<file path="src/rtl/memory_stage_pkg.sv">
// Shared types and constants for the memory stage.
// Contents:
//   mem_state_t   - bus access FSM states
//   F3_*          - funct3 encodings for loads and stores
//   control_type  - control bundle carried from execute into MEM/WB
//   word_align    - clears the byte offset of an address
package memory_stage_pkg;

    typedef enum logic [1:0] {
        IDLE,
        WAIT_GNT,
        WAIT_RVALID
    } mem_state_t;

    localparam logic [2:0] F3_LB  = 3'b000;
    localparam logic [2:0] F3_LH  = 3'b001;
    localparam logic [2:0] F3_LW  = 3'b010;
    localparam logic [2:0] F3_LBU = 3'b100;
    localparam logic [2:0] F3_LHU = 3'b101;
    localparam logic [2:0] F3_SB  = 3'b000;
    localparam logic [2:0] F3_SH  = 3'b001;
    localparam logic [2:0] F3_SW  = 3'b010;

    typedef struct packed {
        logic       mem_read;
        logic       mem_write;
        logic       reg_write;
        logic       mem_to_reg;
        logic [2:0] funct3;
    } control_type;

    function automatic logic [31:0] word_align(input logic [31:0] addr);
        return {addr[31:2], 2'b00};
    endfunction

endpackage

</file>
<file path="src/rtl/memory_stage_formatter.sv">
// Combinational byte/half/word formatting for the memory stage.
// Ports:
//   funct3      in   access size and signedness
//   offset      in   byte offset within the word (address bits [1:0])
//   store_data  in   raw store data (rs2)
//   rdata       in   raw word read from the bus
//   be          out  byte enables for the access
//   wdata       out  lane-replicated store data
//   misaligned  out  access does not fit its natural alignment
//   load_data   out  extracted and extended load value
module load_store_formatter
    import memory_stage_pkg::*;
(
    input  logic [2:0]  funct3,
    input  logic [1:0]  offset,
    input  logic [31:0] store_data,
    input  logic [31:0] rdata,
    output logic [3:0]  be,
    output logic [31:0] wdata,
    output logic        misaligned,
    output logic [31:0] load_data
);

    logic [31:0] shifted;

    // Size is carried in funct3[1:0]; replication lets the bus pick any lane.
    always_comb begin
        be         = 4'b1111;
        wdata      = store_data;
        misaligned = 1'b0;
        case (funct3[1:0])
            2'b00: begin
                be    = 4'b0001 << offset;
                wdata = {4{store_data[7:0]}};
            end
            2'b01: begin
                be         = 4'b0011 << offset;
                wdata      = {2{store_data[15:0]}};
                misaligned = offset[0];
            end
            default: begin
                be         = 4'b1111;
                wdata      = store_data;
                misaligned = |offset;
            end
        endcase
    end

    // Bring the addressed byte/half down to bit 0, then extend.
    always_comb begin
        shifted = rdata >> {offset, 3'b000};
        case (funct3)
            F3_LB:   load_data = {{24{shifted[7]}}, shifted[7:0]};
            F3_LBU:  load_data = {24'h000000, shifted[7:0]};
            F3_LH:   load_data = {{16{shifted[15]}}, shifted[15:0]};
            F3_LHU:  load_data = {16'h0000, shifted[15:0]};
            default: load_data = rdata;
        endcase
    end

endmodule

</file>
<file path="src/rtl/memory_stage.sv">
// Memory pipeline stage: issues loads/stores on a req/gnt/rvalid bus,
// stalls upstream while an access is outstanding, and registers the
// result into the MEM/WB pipeline register.
// Ports:
//   clk, rst                      clock, async active-high reset
//   valid_in, control_in,         instruction from execute (held while
//   alu_data, memory_data, rd_in  stall_out is high)
//   stall_out                     hold request to upstream
//   dmem_*                        data memory bus
//   valid_out, control_out,       MEM/WB register contents
//   alu_data_out, mem_data_out,
//   rd_out, misaligned, bus_error
module memory_stage
    import memory_stage_pkg::*;
#(
    parameter int TIMEOUT_CYCLES = 255
) (
    input  logic        clk,
    input  logic        rst,
    input  logic        valid_in,
    input  control_type control_in,
    input  logic [31:0] alu_data,
    input  logic [31:0] memory_data,
    input  logic [4:0]  rd_in,
    output logic        stall_out,
    output logic        dmem_req,
    output logic        dmem_we,
    output logic [3:0]  dmem_be,
    output logic [31:0] dmem_addr,
    output logic [31:0] dmem_wdata,
    input  logic        dmem_gnt,
    input  logic        dmem_rvalid,
    input  logic [31:0] dmem_rdata,
    output logic        valid_out,
    output control_type control_out,
    output logic [31:0] alu_data_out,
    output logic [31:0] mem_data_out,
    output logic [4:0]  rd_out,
    output logic        misaligned,
    output logic        bus_error
);

    localparam int CW = $clog2(TIMEOUT_CYCLES + 1);
    localparam logic [CW-1:0] TO_LAST = CW'(TIMEOUT_CYCLES - 1);

    mem_state_t    state;
    mem_state_t    next_state;
    logic [CW-1:0] count;
    logic [CW-1:0] count_next;

    logic          is_mem;
    logic          is_load;
    logic          fault;
    logic          issue;
    logic          fmt_misaligned;
    logic [31:0]   load_data;
    logic          timeout_hit;

    logic          req_c;
    logic          stall_c;
    logic          complete;
    logic          load_done;
    logic          timed_out;

    load_store_formatter u_formatter (
        .funct3     (control_in.funct3),
        .offset     (alu_data[1:0]),
        .store_data (memory_data),
        .rdata      (dmem_rdata),
        .be         (dmem_be),
        .wdata      (dmem_wdata),
        .misaligned (fmt_misaligned),
        .load_data  (load_data)
    );

    // A set mem_read wins over mem_write, so such an op is a load.
    assign is_mem      = valid_in && (control_in.mem_read || control_in.mem_write);
    assign is_load     = control_in.mem_read;
    assign fault       = is_mem && fmt_misaligned;
    assign issue       = is_mem && !fmt_misaligned;
    assign timeout_hit = (count >= TO_LAST);

    assign dmem_we   = !control_in.mem_read && control_in.mem_write;
    assign dmem_addr = word_align(alu_data);

    // Reset gates the combinational outputs so an in-flight request drops
    // the instant rst rises, even though the inputs are still presented.
    assign dmem_req  = req_c && !rst;
    assign stall_out = stall_c && !rst;

    always_ff @(posedge clk or posedge rst) begin
        if (rst) begin
            state <= IDLE;
            count <= '0;
        end else begin
            state <= next_state;
            count <= count_next;
        end
    end

    // Next-state logic. A grant always takes priority over the timeout on
    // the same cycle because the bus has already accepted the request, and
    // rvalid likewise beats the timeout in WAIT_RVALID.
    always_comb begin
        next_state = state;
        req_c      = 1'b0;
        stall_c    = 1'b0;
        complete   = 1'b0;
        load_done  = 1'b0;
        timed_out  = 1'b0;
        case (state)
            IDLE: begin
                if (issue) begin
                    req_c = 1'b1;
                    if (dmem_gnt) begin
                        if (is_load) begin
                            next_state = WAIT_RVALID;
                            stall_c    = 1'b1;
                        end else begin
                            complete = 1'b1;
                        end
                    end else begin
                        next_state = WAIT_GNT;
                        stall_c    = 1'b1;
                    end
                end else if (valid_in) begin
                    complete = 1'b1;
                end
            end
            WAIT_GNT: begin
                req_c = 1'b1;
                if (dmem_gnt) begin
                    if (is_load) begin
                        next_state = WAIT_RVALID;
                        stall_c    = 1'b1;
                    end else begin
                        next_state = IDLE;
                        complete   = 1'b1;
                    end
                end else if (timeout_hit) begin
                    next_state = IDLE;
                    complete   = 1'b1;
                    timed_out  = 1'b1;
                end else begin
                    stall_c = 1'b1;
                end
            end
            WAIT_RVALID: begin
                if (dmem_rvalid) begin
                    next_state = IDLE;
                    complete   = 1'b1;
                    load_done  = 1'b1;
                end else if (timeout_hit) begin
                    next_state = IDLE;
                    complete   = 1'b1;
                    timed_out  = 1'b1;
                end else begin
                    stall_c = 1'b1;
                end
            end
            default: begin
                next_state = IDLE;
            end
        endcase

        // The counter spans both wait states so gnt and rvalid share one budget.
        if (complete) begin
            count_next = '0;
        end else if (state != IDLE) begin
            count_next = count + 1'b1;
        end else begin
            count_next = '0;
        end
    end

    // MEM/WB register. Faults suppress the register write; fault flags are
    // cleared on bubbles so they never linger next to valid_out=0.
    always_ff @(posedge clk or posedge rst) begin
        if (rst) begin
            valid_out    <= 1'b0;
            control_out  <= '0;
            alu_data_out <= '0;
            mem_data_out <= '0;
            rd_out       <= '0;
            misaligned   <= 1'b0;
            bus_error    <= 1'b0;
        end else if (complete) begin
            valid_out             <= 1'b1;
            control_out           <= control_in;
            control_out.reg_write <= control_in.reg_write && !fault && !timed_out;
            alu_data_out          <= alu_data;
            mem_data_out          <= load_done ? load_data : 32'h0;
            rd_out                <= rd_in;
            misaligned            <= fault;
            bus_error             <= timed_out;
        end else begin
            valid_out  <= 1'b0;
            misaligned <= 1'b0;
            bus_error  <= 1'b0;
        end
    end

endmodule

</file>
<file path="config.mk">
export PLATFORM = sky130hd
export DESIGN_NAME = memory_stage
export DESIGN_NICKNAME = d
export VERILOG_FILES = /design/src/rtl/memory_stage_pkg.sv /design/src/rtl/memory_stage_formatter.sv /design/src/rtl/memory_stage.sv
export SDC_FILE = /design/constraint.sdc
export NUM_CORES = 1
export LEC_CHECK = 0
export CAP_MARGIN = 20
export CORE_ASPECT_RATIO = 0.5
export CORE_MARGIN = 1
export CORE_UTILIZATION = 40
export DETAILED_ROUTE_END_ITERATION = 6
export PLACE_DENSITY = 0.81
export SETUP_SLACK_MARGIN = 0.2
export SLEW_MARGIN = 30
export SYNTH_ARGS = -nofsm -noshare
export SYNTH_HDL_FRONTEND = slang
export SYNTH_SLANG_ARGS = --single-unit
</file>
<file path="constraint.sdc">
create_clock -name clk -period 3.9 [get_ports clk]
set_clock_uncertainty 0.15 [all_clocks]
set_input_delay 0.585 -clock clk [delete_from_list [all_inputs] [get_ports clk]]
set_output_delay 0.585 -clock clk [all_outputs]
set_load 0.02 [all_outputs]
</file>
# ---- Word level (Yosys, flattened, before mapping)
# Index checks and enable logic that the tools add are counted.
dict set report totals {
  reg_bits 89
  input_bits 113
  word_cells 86
}
dict set report classes {
  n_addsub 1
  order_cmp 1
  eq_ne 8
  shifts 3
  n_mux 40
  reduce_logical 20
}
# op n
set op_table {}
lappend op_table {{one-hot mux 32 bit (4 select lines)} 1}
lappend op_table {{one-hot mux 32 bit (2 select lines)} 1}
lappend op_table {{2-to-1 mux 32 bit} 1}
lappend op_table {{>> shifter 32 x 5 -> 16 bit} 1}
lappend op_table {{2-to-1 mux 1 bit} 21}
lappend op_table {{2-to-1 mux 8 bit} 2}
lappend op_table {{2-to-1 mux 2 bit} 7}
lappend op_table {{adder 8 x 1 -> 8 bit (second input constant)} 1}
lappend op_table {{>= comparator 8 bit (second input constant)} 1}
lappend op_table {{logical AND 1 bit} 8}
lappend op_table {{one-hot mux 4 bit (2 select lines)} 1}
lappend op_table {{equality test 3 bit (second input constant)} 2}
lappend op_table {{one-hot mux 1 bit (2 select lines)} 3}
lappend op_table {{one-hot mux 1 bit (3 select lines)} 2}
lappend op_table {{one-hot mux 2 bit (3 select lines)} 1}
lappend op_table {{logical NOT 1 bit} 5}
lappend op_table {{equality test 2 x 1 -> 1 bit (second input constant)} 2}
lappend op_table {{logical NOT 2 bit} 2}
lappend op_table {{<< shifter 1 x 2 -> 4 bit (first input constant)} 1}
lappend op_table {{<< shifter 2 x 2 -> 4 bit (first input constant)} 1}
lappend op_table {{equality test 3 x 1 -> 1 bit (second input constant)} 1}
lappend op_table {{logical NOT 3 bit} 1}
lappend op_table {{!= test 3 bit (second input constant)} 1}
lappend op_table {{equality test 2 bit (second input constant)} 1}
lappend op_table {{5 further kinds} 5}

# ---- Longest topological paths before layout
# Gate-level depths: netlist (run 1).
dict set report logic_depth {
  ltp_word 7
  depth_mapped 9
  ltp_nobuf 7
}

# ---- Modules after synthesis
# From an unflattened synthesis (run 1), not the netlist that was laid out.
dict set report unflattened {
  cells_unflattened 506
  hier_area_um2 5440.2
}
# mod n_inst cells_each area_per_inst_um2
set by_module_without_submodules {}
lappend by_module_without_submodules {memory_stage 1 312 4096.4}
lappend by_module_without_submodules {load_store_formatter 1 194 1343.8}

# ---- Worst setup path after synthesis (run 1)
# No wires, ideal clock.
dict set report synth_path {
  path_kind {input-to-output}
  startpoint {input alu_data[0]}
  endpoint {output dmem_be[1]}
  arrival_time_ns 1.965
  slack_ns 1.200
  stages 6
  path_buffers 4
  path_cell_list {buf_2 -> buf_2 -> buf_2 -> clkbuf_1 -> nor2_1 -> o21ai_0}
}
dict set report synth_via {
  elab_chain_len 2
  elab_cells_between_ends 3
  cone_classes {shift (2); mux (1)}
}
# element line
set synth_lines {}
lappend synth_lines {{from (decl)} memory_stage.sv:22} ;# input logic [31:0] alu_data,
lappend synth_lines {{<< shifter 2 x 2 -> 4 bit / << shifter 1 x 2 -> 4 bit (equally long branches)} {memory_stage_formatter.sv:37, memory_stage_formatter.sv:33}}
lappend synth_lines {{one-hot mux 4 bit (2 select lines) (*)} memory_stage_formatter.sv:31} ;# case (funct3[1:0])
lappend synth_lines {{to (decl)} memory_stage.sv:28} ;# output logic [3:0] dmem_be,
# Mark *: on every way between the ends. The rest lies on a longest branch, timed or not.

# ---- Worst setup path after layout (run 1)
dict set report layout_path {
  startpoint {input control_in[0] (netlist bit)}
  endpoint {output stall_out}
}
dict set report layout_via {
  elab_chain_len 7
  elab_cells_between_ends 8
  cone_classes {eq/ne (1); mux (3); reduce/logical (4)}
}
# element line
set layout_lines {}
lappend layout_lines {{from (decl)} memory_stage.sv:21} ;# input control_type control_in,
lappend layout_lines {{equality test 2 x 1 -> 1 bit / logical NOT 2 bit (equally long branches)} memory_stage_formatter.sv:31}
lappend layout_lines {{one-hot mux 1 bit (2 select lines) (*)} memory_stage_formatter.sv:31}
lappend layout_lines {{logical NOT 1 bit (*)} memory_stage.sv:80} ;# assign issue = is_mem && !fmt_misaligned;
lappend layout_lines {{logical AND 1 bit (*)} memory_stage.sv:80}
lappend layout_lines {{2-to-1 mux 1 bit (*)} memory_stage.sv:113} ;# if (issue) begin
lappend layout_lines {{one-hot mux 1 bit (3 select lines) (*)} memory_stage.sv:111} ;# case (state)
lappend layout_lines {{logical AND 1 bit (*)} memory_stage.sv:89} ;# assign stall_out = stall_c && !rst;
lappend layout_lines {{to (decl)} memory_stage.sv:25} ;# output logic stall_out,
# Marks and branches as above.

==> impl_metrics.json, run 1 <==
{
  "synthFlopType": "dfrtp_1",
  "gp_congestion": 0.898,
  "multiInputGateArea_mm2": 0.00231,
  "p_leak_nw": 3.24,
  "ys_warn_count": 0,
  "drtIter0Drc": 267,
  "clock-sinks": 89,
  "post_cts_buffers": 0,
  "avgViaCountPerCell": 5.18,
  "ctsHoldBuffers": 0,
  "fp.dieArea_mm2": 0.0132,
  "antenna_found_initial": 0,
  "rows": 28,
  "final.setup.tns_ps": 0,
  "io_pins": 263,
  "dr.pass1.iters": 5,
  "cts_tree": "yes",
  "grt_start_max_net_pins": 90,
  "arrival_ps": 2640,
  "clk_path_buf_depth": 2,
  "crit_fanout": 10,
  "synth-seq-area-share_pct": 44.0,
  "r2r_start": "count[0]",
  "post-route-drc-count": 0,
  "yosysUniqueCellTypes": 43,
  "core_area_mm2": 0.0121,
  "wl_per_cell_um": 17.0,
  "worst_pin_slew_ps": 741,
  "netlist_top_cells_area": "dfrtp_1 44%, mux2_2 12%, buf_4 5.9%",
  "fin_util_pct": 64.6,
  "outcome": "finished clean",
  "yosysTopAreaCellShare_pct": 44.0,
  "p_per_area_mw_per_mm2": 584,
  "start_util_pct": 41.9,
  "setup_viol": 0,
  "end_kind": "output pin",
  "rsz0062_at_grt": "no",
  "cp-startpoint": "control_in[0]",
  "n_fill_cell": 965,
  "period_minus_slack_ps": 3380,
  "drive_above_1_share_pct": 11.7,
  "synth_top_area_cell": "dfrtp_1",
  "finalHoldViolCount": 0,
  "ant_nets": 0,
  "area_growth_pct": 54.0,
  "start_kind": "input pin",
  "grt.total_usage_pct": 22.6,
  "vdd_drop_max_mv": 0.335,
  "crit_required_ps": 3160,
  "synth-seq-cells": 89,
  "layout_worst_path_cycle_share_pct": 86.6,
  "cap_violations": 0,
  "numCtsBuffers": 9,
  "slew_headroom_pct": 50.5,
  "regArea_mm2": 0.00223,
  "ys_top_cells_by_count": "89 x dfrtp_1, 65 x nand2_1, 53 x mux2_2, 50 x o21ai_0, 40 x buf_4",
  "clock_tree.root_cell": "clkbuf_16",
  "die_x_um": 161,
  "avgSynthCellArea_um2": 9.90,
  "htreeDepth": 3,
  "syn_inst": 512,
  "chipHeight_um": 81.6,
  "cts_repair_resize_count": 0,
  "dp_hpwl_um": 11400,
  "worstHoldStart": "mem_data_out[12]",
  "drv_slew": 0,
  "grt_remaining_overflow": 0,
  "synth.most_common_cell": "dfrtp_1",
  "netlist_area_mm2": 0.00507,
  "numPortBuffers": 260,
  "path_clk_slew_ps": 60,
  "crit_type": "in2out",
  "synth_edf_count": 0,
  "layout.nets": 843,
  "wl_um": 15200,
  "grt_first_pass_wirelength_um": 23200,
  "antenna_cells": 0,
  "clk_latency_ps": 340,
  "hp-class": "reg2reg",
  "grt_pass1_vias": 4552,
  "synthArstFlopShare_pct": 100,
  "vias": 4627,
  "p_total_mw": 4.56,
  "fmax_ghz": 0.296
}
## cells by family after synthesis
family,after synthesis,synth area share [%]
AND/OR/NAND/NOR,125,10.8
AO/OA/AOI/OAI,120,15.2
flip-flops,89,44.0
buffers and inverters,88,10.6
multiplexers,77,16.9
adder cells (fa/ha/maj),6,1.48
XOR/XNOR,6,1.04
other,1,0.0740
## metrics by stage
step           area [um^2]  setup slack (ps)  std cells  hold WS (ps)
6_report              7800               523        893           325
5_1_grt               7800               399        893           348
4_1_cts               7800               551        893           326
3_5_place_dp          7500               556        878           312
3_3_place_gp          7500               632        878           310
2_1_floorplan         5070               858        513           342
## final cells by class
cell class	instances	share of cell area [%]
Timing Repair Buffer	271	34.5
Clock inverter	3	0.625
Sequential cell	89	28.5
Clock buffer	12	3.29
Tap cell	165	2.65
Inverter	17	0.834
Multi-Input combinational cell	336	29.6
## where the power goes
part	total (mW)	switching, mW	internal, mW	leakage, nW
logic	2.23	1.13	1.10	1.96
clock network	0.881	0.348	0.532	0.147
registers	1.44	0.183	1.26	1.13
## flip-flops by register name (all words and copies together) (netlist names)
name and cells:
alu_data_out 32, bus_error 1, control_out 7, count 8
mem_data_out 32, misaligned 1, rd_out 5, state 2
valid_out 1
## worst max-delay path, stage by stage
cell	delay, ps
clkdlybuf4s50_1	660
nand2_1	220
nand4_1	190
o21ai_0	130
a21oi_1	90
nor3_1	130
clkdlybuf4s50_1	630
## layout by cell type (no fill, tap or decap), drive strengths merged
| cell type | synthesis | layout |
|---|---|---|
| a21oi | 26 | 26 |
| bufinv | 0 | 1 |
| nor2b | 10 | 10 |
| clkinv | 0 | 1 |
| mux4 | 1 | 1 |
| a221oi | 7 | 7 |
| o211ai | 1 | 1 |
| conb | 1 | 2 |
| nor3b | 1 | 1 |
| a311o | 1 | 1 |
| mux2 | 58 | 58 |
| nor4 | 2 | 2 |
| o21ai | 52 | 52 |
| nand3b | 2 | 2 |
| xor2 | 5 | 5 |
| clkinvlp | 0 | 1 |
| buf | 57 | 12 |
| o31ai | 17 | 17 |
| o22a | 7 | 7 |
| a41oi | 1 | 1 |
| ha | 6 | 6 |
| nand2b | 6 | 6 |
| clkbuf | 14 | 12 |
| o311ai | 2 | 2 |
| nand2 | 65 | 65 |
| clkdlybuf4s50 | 0 | 259 |
| o21a | 2 | 2 |
| nand4 | 4 | 4 |
| a211o | 1 | 1 |
| a211oi | 2 | 2 |
| a2111oi | 1 | 1 |
| inv | 17 | 17 |
| and3 | 1 | 1 |
| mux2i | 18 | 18 |
| nand3 | 7 | 7 |
| nor3 | 2 | 2 |
| xnor2 | 1 | 1 |
| nor2 | 25 | 25 |
| dfrtp | 89 | 89 |
## worst paths after layout
path                               endpoint  slack [ps]  depth (start not counted)
max                               stall_out         520                          7
min                        mem_data_out[12]         320                          2
max reg2reg                 alu_data_out[1]        1480                          7
min reg2reg                mem_data_out[12]         320                          2
max in group asynchronous   mem_data_out[8]        2260                          3
min in group asynchronous   alu_data_out[9]         520                          2
## per-layer routing
metal | up-vias | part of all wire, % | track usage (%)
li1 | 2181 | - | -
met1 | 2219 | 41 | 27.2
met2 | 200 | 51 | 41.2
met3 | 27 | 6.0 | 4.44
met4 | 0 | 2.3 | 7.74
met5 | - | 0 | 0
Power figures use the tool's default switching activity.
==> inputs of run 2 (changes only) <==
CELL_PAD_IN_SITES_DETAIL_PLACEMENT = 1   (was default)
CELL_PAD_IN_SITES_GLOBAL_PLACEMENT = 2   (was default)
CORE_UTILIZATION = 23   (was 40)
PLACE_DENSITY = default   (was 0.81)
PLACE_DENSITY_LB_ADDON = 0.1   (was default)
==> impl_metrics.json, run 2 (synthesis results as in run 1) <==
{
  "multiInputGateArea_mm2": 0.00231,
  "grt_remaining_overflow": 0,
  "largestRegisters": "alu_data_out (32), mem_data_out (32), count (8)",
  "rows": 37,
  "whs_path_depth": 2,
  "post_cts_buffers": 0,
  "r2r-end": "alu_data_out[16]",
  "numPortBuffers": 260,
  "grt.total_usage_pct": 16.4,
  "crit_fanout": 8,
  "grt_start_max_net_pins": 75,
  "arrival_ps": 2510,
  "avgViaCountPerCell": 4.44,
  "start_util_pct": 24.1,
  "cts_tree": "yes",
  "slew_headroom_pct": 50.6,
  "n_fill_cell": 2357,
  "postLayoutCellArea_mm2": 0.00797,
  "r2r_start": "count[0]",
  "clk_latency_ps": 350,
  "postPlaceCellArea_mm2": 0.00766,
  "io_pins": 263,
  "vias": 4547,
  "max_stage_delay_ps": 560,
  "crit_required_ps": 3160,
  "clock-sinks": 89,
  "vdd_drop_max_mv": 0.197,
  "start_kind": "input pin",
  "intPower_mw": 2.83,
  "ff2ff_setup_slack_ps": 1460,
  "timing.critical_path.mode_cell": "clkdlybuf4s50_1",
  "final_common_cell": "clkdlybuf4s50_1",
  "wl_per_cell_um": 17.9,
  "p_seq_share_pct": 31.1,
  "fp.dieArea_mm2": 0.0227,
  "path_clk_slew_ps": 70,
  "final_cell_mix": "257 x clkdlybuf4s50_1, 89 x dfrtp_1, 65 x nand2_1, 53 x mux2_2, 50 x o21ai_0",
  "drive_above_1_share_pct": 12.3,
  "gp_congestion": 0.749,
  "cp_cell_sequence": "clkdlybuf4s50_1 > nor2_1 > buf_4 > mux2_2 > clkdlybuf4s50_1",
  "outcome": "finished clean",
  "final.setup.tns_ps": 0,
  "whs_ps": 326,
  "rsz0062_at_grt": "no",
  "regArea_mm2": 0.00223,
  "dr.pass1.iters": 4,
  "die_x_um": 212,
  "grt_first_pass_wirelength_um": 28200,
  "worst_pin_slew_ps": 731,
  "dp_hpwl_um": 14000,
  "finalHoldViolCount": 0,
  "wl_um": 18300,
  "p_leak_nw": 3.25,
  "hp-class": "reg2reg",
  "layout.nets": 844,
  "clk_path_buf_depth": 2,
  "end_kind": "output pin",
  "ant_nets": 0,
  "htreeDepth": 3,
  "p_per_area_mw_per_mm2": 580,
  "worstHoldStart": "mem_data_out[2]",
  "final-instance-count-excl-fill": 1023,
  "netSwitchingFraction_pct": 38.8,
  "dp.cells": 1006,
  "slowest_stage": "clkdlybuf4s50_1",
  "drv_slew": 0,
  "post-route-drc-count": 0,
  "drtIter0Drc": 221,
  "r2r_cells": 7,
  "comb_power_share_pct": 49.2,
  "crit_type": "in2out",
  "antenna_found_initial": 1,
  "layout_worst_path_cycle_share_pct": 83.1,
  "p_switching_mw": 1.80,
  "grt_pass1_vias": 4760,
  "numCtsBuffers": 9,
  "cts_repair_resize_count": 0,
  "setup_viol": 0,
  "min_to": "mem_data_out[2]",
  "fmax_ghz": 0.309,
  "clock_tree.root_cell": "clkbuf_16",
  "ctsHoldBuffers": 0,
  "chipHeight_um": 107,
  "period_minus_slack_ps": 3240,
  "cap_violations": 0,
  "core_area_mm2": 0.0211,
  "p_clk_share_pct": 19.7,
  "area_growth_pct": 57.4
}
run 2: cell count changes in the layout (fill, tap and decap cells not counted), sizes merged:
cell and delta:
bufinv -1, clkinvlp -1, clkinv +2, clkdlybuf4s50 -2, buf +3, diode +1
inv +4, clkbuf -3
run 2: power groups by stage:
stage	Sequential, mW	Clock [mW]	Combinational, mW
after CTS	1.45	0.948	2.33
after detailed placement	1.46	0	2.32
after global placement	1.45	0	2.31
after floorplan	1.85	0	0.852
final	1.44	0.912	2.28
after global routing	1.49	0.983	2.45
run 2: layout make-up:
type | instances | share of cell area [%]
flip-flops and latches | 89 | 27.9
multi-input cells | 336 | 29.0
inverters | 17 | 0.863
clock buffers | 9 | 2.82
clock inverters | 7 | 1.05
diodes | 1 | 0.0314
well taps | 292 | 4.58
repair buffers | 272 | 33.8
run 2: metrics by stage:
step	power (mW)	setup WS, ps	utilization, %
finish	4.63	660	37.9
global placement	3.76	654	36.4
detailed placement	3.78	666	36.4
global route	4.92	562	37.8
CTS	4.72	661	37.8
floorplan	2.70	858	-
run 2: critical path: cells and delay by family:
| kind | cells | cell delay (ps) |
|---|---|---|
| and+or+nand+nor | 1 | 240 |
| buffers and inverters | 3 | 1320 |
| muxes | 1 | 360 |
run 2: per-layer routing:
layer	share of wire, %	vias up	track usage (%)
met2	45	147	25.9
met5	0	-	0
li1	-	2184	-
met4	0.63	0	2.80
met1	47	2208	21.9
met3	7.3	8	5.54
run 2: worst max-delay path by stage:
| stage | start | to | slack [ps] | cells after the start |
|---|---|---|---|---|
| 6_report | control_in[0] | dmem_wdata[9] | 660 | 5 |
| 5_1_grt | control_in[0] | dmem_wdata[11] | 560 | 5 |
| 4_1_cts | control_in[0] | dmem_wdata[13] | 660 | 5 |
| 3_5_place_dp | control_in[0] | dmem_wdata[9] | 670 | 5 |
| 3_3_place_gp | control_in[0] | dmem_wdata[9] | 650 | 5 |
| 2_1_floorplan | rst | alu_data_out[0] | 860 | 1 |
